File: src/rtl/fir_lowpass.sv
// Single-MAC, time-multiplexed FIR low-pass filter: one 16-bit Q1.15 output per accepted input.
// Coefficients sit in a writable register bank that is frozen while a convolution runs.
module fir_lowpass #(
    parameter int NTAPS = 32,
    parameter int ACC_W = 40,
    localparam int AW   = $clog2(NTAPS)
) (
    input  logic                clk,
    input  logic                reset_n,
    input  logic signed [15:0]  in_sample_i,
    input  logic                in_valid_i,
    input  logic                coef_we_i,
    input  logic [AW-1:0]       coef_addr_i,
    input  logic signed [15:0]  coef_data_i,
    output logic signed [15:0]  out_sample_o,
    output logic                out_valid_o,
    output logic                busy_o,
    output logic                overrun_o,
    output logic [1:0]          state_o
);

    typedef enum logic [1:0] {
        IDLE = 2'd0,
        MAC  = 2'd1,
        RND  = 2'd2
    } state_t;

    localparam logic signed [ACC_W-1:0] RND_BIAS = ACC_W'(16384);
    localparam logic signed [ACC_W-1:0] SAT_MAX  = ACC_W'(32767);
    localparam logic signed [ACC_W-1:0] SAT_MIN  = ACC_W'(-32768);

    state_t                    state_q;
    logic [AW-1:0]             wp_q;
    logic [AW-1:0]             base_q;
    logic [AW-1:0]             k_q;
    logic signed [ACC_W-1:0]   acc_q;
    logic signed [15:0]        x_q [NTAPS];
    logic signed [15:0]        h_q [NTAPS];
    logic signed [15:0]        out_sample_q;
    logic                      out_valid_q;
    logic                      overrun_q;

    logic [AW-1:0]             tap_idx;
    logic signed [31:0]        prod;
    logic signed [ACC_W-1:0]   prod_ext;
    logic signed [ACC_W-1:0]   rounded;
    logic signed [ACC_W-1:0]   shifted;
    logic signed [15:0]        sat_d;

    // NTAPS is a power of two, so the subtraction wraps modulo NTAPS for free.
    always_comb begin
        tap_idx  = base_q - k_q;
        prod     = h_q[k_q] * x_q[tap_idx];
        prod_ext = {{(ACC_W-32){prod[31]}}, prod};
        rounded  = acc_q + RND_BIAS;
        shifted  = rounded >>> 15;
        if (shifted > SAT_MAX) begin
            sat_d = 16'sh7FFF;
        end else if (shifted < SAT_MIN) begin
            sat_d = -16'sh8000;
        end else begin
            sat_d = shifted[15:0];
        end
    end

    always_ff @(posedge clk or negedge reset_n) begin
        if (!reset_n) begin
            state_q      <= IDLE;
            wp_q         <= '0;
            base_q       <= '0;
            k_q          <= '0;
            acc_q        <= '0;
            out_sample_q <= '0;
            out_valid_q  <= 1'b0;
            overrun_q    <= 1'b0;
            for (int i = 0; i < NTAPS; i++) begin
                x_q[i] <= '0;
                h_q[i] <= (i == 0) ? 16'sh7FFF : 16'sh0000;
            end
        end else begin
            out_valid_q <= 1'b0;
            case (state_q)
                IDLE: begin
                    // A coefficient written alongside in_valid is used by this convolution.
                    if (coef_we_i) begin
                        h_q[coef_addr_i] <= coef_data_i;
                    end
                    if (in_valid_i) begin
                        x_q[wp_q] <= in_sample_i;
                        base_q    <= wp_q;
                        wp_q      <= wp_q + AW'(1);
                        acc_q     <= '0;
                        k_q       <= '0;
                        state_q   <= MAC;
                    end
                end
                MAC: begin
                    if (in_valid_i) begin
                        overrun_q <= 1'b1;
                    end
                    acc_q <= acc_q + prod_ext;
                    k_q   <= k_q + AW'(1);
                    if (k_q == AW'(NTAPS - 1)) begin
                        state_q <= RND;
                    end
                end
                RND: begin
                    if (in_valid_i) begin
                        overrun_q <= 1'b1;
                    end
                    out_sample_q <= sat_d;
                    out_valid_q  <= 1'b1;
                    state_q      <= IDLE;
                end
                default: begin
                    state_q <= IDLE;
                end
            endcase
        end
    end

    assign out_sample_o = out_sample_q;
    assign out_valid_o  = out_valid_q;
    assign busy_o       = (state_q != IDLE);
    assign overrun_o    = overrun_q;
    assign state_o      = state_q;

endmodule

File: config.mk
export PLATFORM = sky130hd
export DESIGN_NAME = fir_lowpass
export DESIGN_NICKNAME = d
export VERILOG_FILES = /design/src/rtl/fir_lowpass.sv
export SDC_FILE = /design/constraint.sdc
export NUM_CORES = 2
export LEC_CHECK = 0
export CAP_MARGIN = 20
export CORE_ASPECT_RATIO = 0.6
export CORE_MARGIN = 8
export CORE_UTILIZATION = 35
export DETAILED_ROUTE_END_ITERATION = 10
export MAX_ROUTING_LAYER = met4
export PLACE_DENSITY_LB_ADDON = 0.3
export SLEW_MARGIN = 20
export SYNTH_ARGS = -nofsm -noshare
export SYNTH_HDL_FRONTEND = slang
export SYNTH_SLANG_ARGS = --single-unit
File: constraint.sdc
create_clock -name clk -period 10.8 [get_ports clk]
set_input_delay 1.08 -clock clk [delete_from_list [all_inputs] [get_ports clk]]
set_output_delay 1.08 -clock clk [all_outputs]
set_load 0.05 [all_outputs]
* Word level (Yosys, flattened, before mapping) *
Cells that the tools add are included.

word-level totals
  flip-flop bits (word level) = 1099
  bits of input ports = 41
  output and inout bits = 21
  word-level logic and storage cells = 128

cells by class
  add/sub/neg operators = 5
  multiply operators = 1
  order comparisons = 8
  equal/unequal tests = 5
  mux-type cells = 22
  bitwise logic cells = 4
  reduce and logical (&&, ||, !) cells = 11

operators by type and width
  cell                                                      count
  bitwise mux 512 bit                                       2
  binary-select mux 16 bit (select 5 bit)                   2
  demux 16 bit (select 5 bit)                               2
  two-way mux 16 bit                                        8
  case mux 40 bit (2 select lines)                          1
  adder 40 x 16 -> 40 bit, second input constant            1
  adder 40 x 32 -> 40 bit                                   1
  two-way mux 40 bit                                        1
  multiplier 16 x 16 -> 32 bit                              1
  > comparator 25 x 16 -> 1 bit, second input constant      1
  < comparator 25 x 16 -> 1 bit, second input constant      1
  greater-or-equal comparator 6 bit, second input constant  4
  NOT 5 -> 6 bit                                            4
  < comparator 6 x 1 -> 1 bit, second input constant        2
  adder 5 x 1 -> 5 bit, second input constant               2
  case mux 5 bit (2 select lines)                           1
  AND reduction 2 bit                                       5
  equality test 5 bit, second input constant                1
  two-way mux 5 bit                                         1
  subtractor 5 bit                                          1
  two-way mux 2 bit                                         2
  != test 2 bit, second input constant                      2
  case mux 2 bit (2 select lines)                           1
  nonzero test 2 bit                                        2
  other kinds (6)                                           7

* Logic depth before layout (Yosys ltp) *
  depth after elaboration = 8
  depth in mapped cells = 40
  mapped depth without buffers = 33

* Least setup slack after synthesis *
Ideal clock, no wire load.

  path type = register to register
  from = register k_q[1]
  to = register acc_q[36]
  setup time = 133 ps
  data arrival time = 9342 ps
  required time = 10667 ps
  path slack = 1325 ps
  cell stages (with the launch flop) = 38
  path buffers = 6
  clock period less this slack = 9475 ps
  path through = dfrtp_1 -> clkbuf_1 -> buf_1 -> clkbuf_1 -> buf_2 -> inv_1 -> ha_1 -> nor2b_1 -> o21ai_0 -> nand2b_1 -> xnor2_1 -> buf_4 -> buf_4 -> and3_1 -> a311oi_1 -> a31oi_2 -> or2_2 -> inv_1 -> [2 not listed] -> inv_1 -> fa_1 -> fa_1 -> inv_1 -> fa_1 -> inv_1 -> fa_1 -> inv_1 -> ha_1 -> a2111o_1 -> a211oi_1 -> o2111ai_1 -> o32ai_1 -> nor2_1 -> a21o_1 -> a21oi_1 -> xor2_1 -> o21ai_0

between the ends
  cells in the longest elaborated chain, start to end = 8
  elaborated cells on any way between the ends = 12
  those cells by class = 2 x add/sub; 1 x mul; 7 x mux; 2 x bitwise

RTL lines
  element                                                RTL line  text
  start, declared                                        35        logic [AW-1:0] k_q;
  start signal, assigned                                 102       k_q <= k_q + AW'(1);
  subtractor 5 bit                                       52        tap_idx = base_q - k_q;
  NOT 5 -> 6 bit (not written as such)                   53        prod = h_q[k_q] * x_q[tap_idx];
  binary-select mux 16 bit (select 5 bit)                53
  two-way mux 16 bit (not written as such) (2 in a row)  53
  multiplier 16 x 16 -> 32 bit (*)                       53
  adder 40 x 32 -> 40 bit (*)                            101       acc_q <= acc_q + prod_ext;
  case mux 40 bit (2 select lines) (*)                   82        case (state_q)
  end signal, assigned                                   101
  end, declared                                          36        logic signed [ACC_W-1:0] acc_q;

Every way passes the cells marked *; elsewhere a longest branch is shown, timed or not. The select of a mux whose other input is x is not followed.
A chain may end at the register's enable or synchronous reset.

* Worst setup path in the final report *
  from = register k_q[0]
  to = register acc_q[36]

The elaborated chain is that of the path after synthesis.

==> results.yml <==
worst_setup_path:
  cp-end-kind: "flop"
  cp_top_family: "adder cells"
  worst_path_max_delay_cell: "fa_4"
  critPathMaxStageDelay_ns: 1.19
  worstPathArrival_ns: 10.66
  critPathLaunchType: "flop"
  cp_max_fo: 31
  crit_top_cell: "fa_1"
  rr_worst_depth: 29
  cp.buffers_inverters: 6
  cp.required_ns: 11.33
  path_class: "reg -> reg"
  path_depth: 29
clock_network:
  cts-root-buf: "clkbuf_16"
  htree_num_levels: 3
  cts_tree: "done"
  cts.sinks: 1099
  hold_buffers: 0
  cts_resized: 0
  postCtsSetupBuffers: 0
  numCtsBuffers: 103
  clk_pin_slew_ns: 0.07
  cts_buffer_depth: 3
  worst_skew_pair.late_latency_ns: 0.72
global_route:
  antenna_found_initial: 6
  globalRoute.totalOverflow: 0
  grt_max_degree: 181
  grt_use_total_pct: 17.35
  grt_pass1_vias: 37670
  grt_pass1_wl_um: 249400
yosys:
  ys_top_cells_by_area: "dfrtp_1 (44%), mux2_2 (19%), mux4_2 (11%)"
  synth.most_common_cell: "dfrtp_1"
  yosysSeqAreaShare_pct: 44.40
  synth_ff_type: "dfrtp_1"
  synthMuxAreaShare_pct: 30.53
  synth_top_family_by_area: "multiplexers"
  synth_fa_ha_area_share_pct: 13.31
  synth-simple-area-share_pct: 4.096
  syn_inst: 4511
  syn_area_um2: 61980
  ys_seq_elements: 1099
  yosys_warnings: 0
  synthesis.nets: 5012
  synthDistinctLibCells: 63
  synth_top_area_cell: "dfrtp_1"
  async_flop_share_pct: 100.0
  synth_area_per_cell_um2: 13.74
  synth_compound_gate_area_share_pct: 1.988
  synth_top_area_share_pct: 43.77
  synth_xor_area_share_pct: 0.9306
  synth_common_cells: "dfrtp_1 (1084), mux2_2 (1039), inv_1 (453)"
  synth_edf_count: 0
timing:
  min_period_ns: 10.13
  hold_violations: 0
  relSlewSlack_pct: 27.55
  whs_ns: 0.4525
  clock.fmax_mhz: 98.67
  worst_pin_slew_ns: 1.083
  setup_tns_ns: 0
  rsz0062_at_grt: "false"
  period_share_pct: 93.84
  setup_viol: 0
  slew_viol_final: 0
  finClkSkew_ns: 0.06097
die:
  dieArea_um2: 191200
  ios: 62
  die_y_um: 342.0
  die_x_um: 559.3
  start_util_pct: 35.28
  core_area_um2: 175700
  rows: 119
routing:
  wl_per_cell_um: 23.30
  drc: 0
  drt_iter0_drc: 2606
  drt_wl_total_um: 161700
  drtPass1Iterations: 5
  vias: 36170
  ant_nets: 0
  via_per_inst: 5.213
run_status:
  run_status: "complete, no violations"
placed_design:
  placedCellCount: 6751
  port_buffers: 61
  gp_routability_congestion: 0.8650
  hpwl_um: 108000
final_layout:
  drive_gt1_share_pct: 38.22
  nets: 4998
  area_growth_pct: 11.01
  fin_cells: 6938
worst_hold_path:
  hp-class: "reg -> reg"
  hold_depth: 1
flow_run:
  max_cap_viol_count: 0
==> final timing paths <==
path / slack (ns) / endpoint / startpoint
worst max register to register: 0.67 / acc_q[36] / k_q[0]
worst min-delay path: 0.45 / overrun_o / overrun_o
min in group asynchronous: 0.47 / h_q[371] / reset_n
max in group asynchronous: 8.15 / x_q[466] / reset_n
worst max-delay path: 0.67 / acc_q[36] / k_q[0]
worst min register to register: 0.45 / overrun_o / overrun_o
==> registers in the layout (all words and copies together) (netlist names) <==
register	cells
wp_q	5
out_valid_o	1
out_sample_o	16
acc_q	40
state_o	2
x_q	512
base_q	5
overrun_o	1
h_q	512
k_q	5
==> cell usage in the layout, fill, tap and decap left out, types with 36 or more instances in the layout <==
| master | count |
|---|---|
| dfrtp_1 | 1081 |
| fa_1 | 331 |
| ha_1 | 127 |
| a21oi_1 | 38 |
| xnor2_1 | 36 |
| nor2_1 | 152 |
| mux2_2 | 1039 |
| mux4_2 | 312 |
| inv_1 | 453 |
| nand2_1 | 240 |
| o21ai_0 | 60 |
| clkbuf_16 | 103 |
| buf_4 | 101 |
==> metrics by stage <==
step           setup WS (ns)  util [%]  area (µm²)
2_1_floorplan          1.325         -       61980
3_3_place_gp          0.8781     37.31       65550
3_5_place_dp          0.7929     37.30       65530
4_1_cts               0.7117     39.22       68900
5_1_grt              0.09010     39.16       68800
6_report              0.6657     39.16       68800
==> logic make-up after synthesis <==
kind of cell | Yosys count
multiplexers | 1366
flip-flops | 1099
buffers and inverters | 748
AND/OR/NAND/NOR | 583
adder cells (fa/ha/maj) | 460
AO/OA/AOI/OAI | 190
XOR/XNOR | 65
==> area by class of cell <==
type                            instances  area [µm²]
Clock buffer                          149        2980
Fill cell                           16450      106900
Sequential cell                      1099       27530
Tap cell                             2359        2952
Antenna cell                            3       7.507
Multi-Input combinational cell       2664       31780
Clock inverter                         35       387.9
Timing Repair Buffer                  174        1460
Inverter                              455        1708
==> metal layers <==
| metal | share of wire [%] | track usage (%) |
|---|---|---|
| met3 | 7.0 | 4.086 |
| met1 | 52 | 27.04 |
| met2 | 40 | 22.92 |
| met4 | 1.4 | 2.803 |
| met5 | 0 | - |
Power is not shown: default switching activity piles up to over one toggle a cycle in this logic, so the estimate is an artifact.
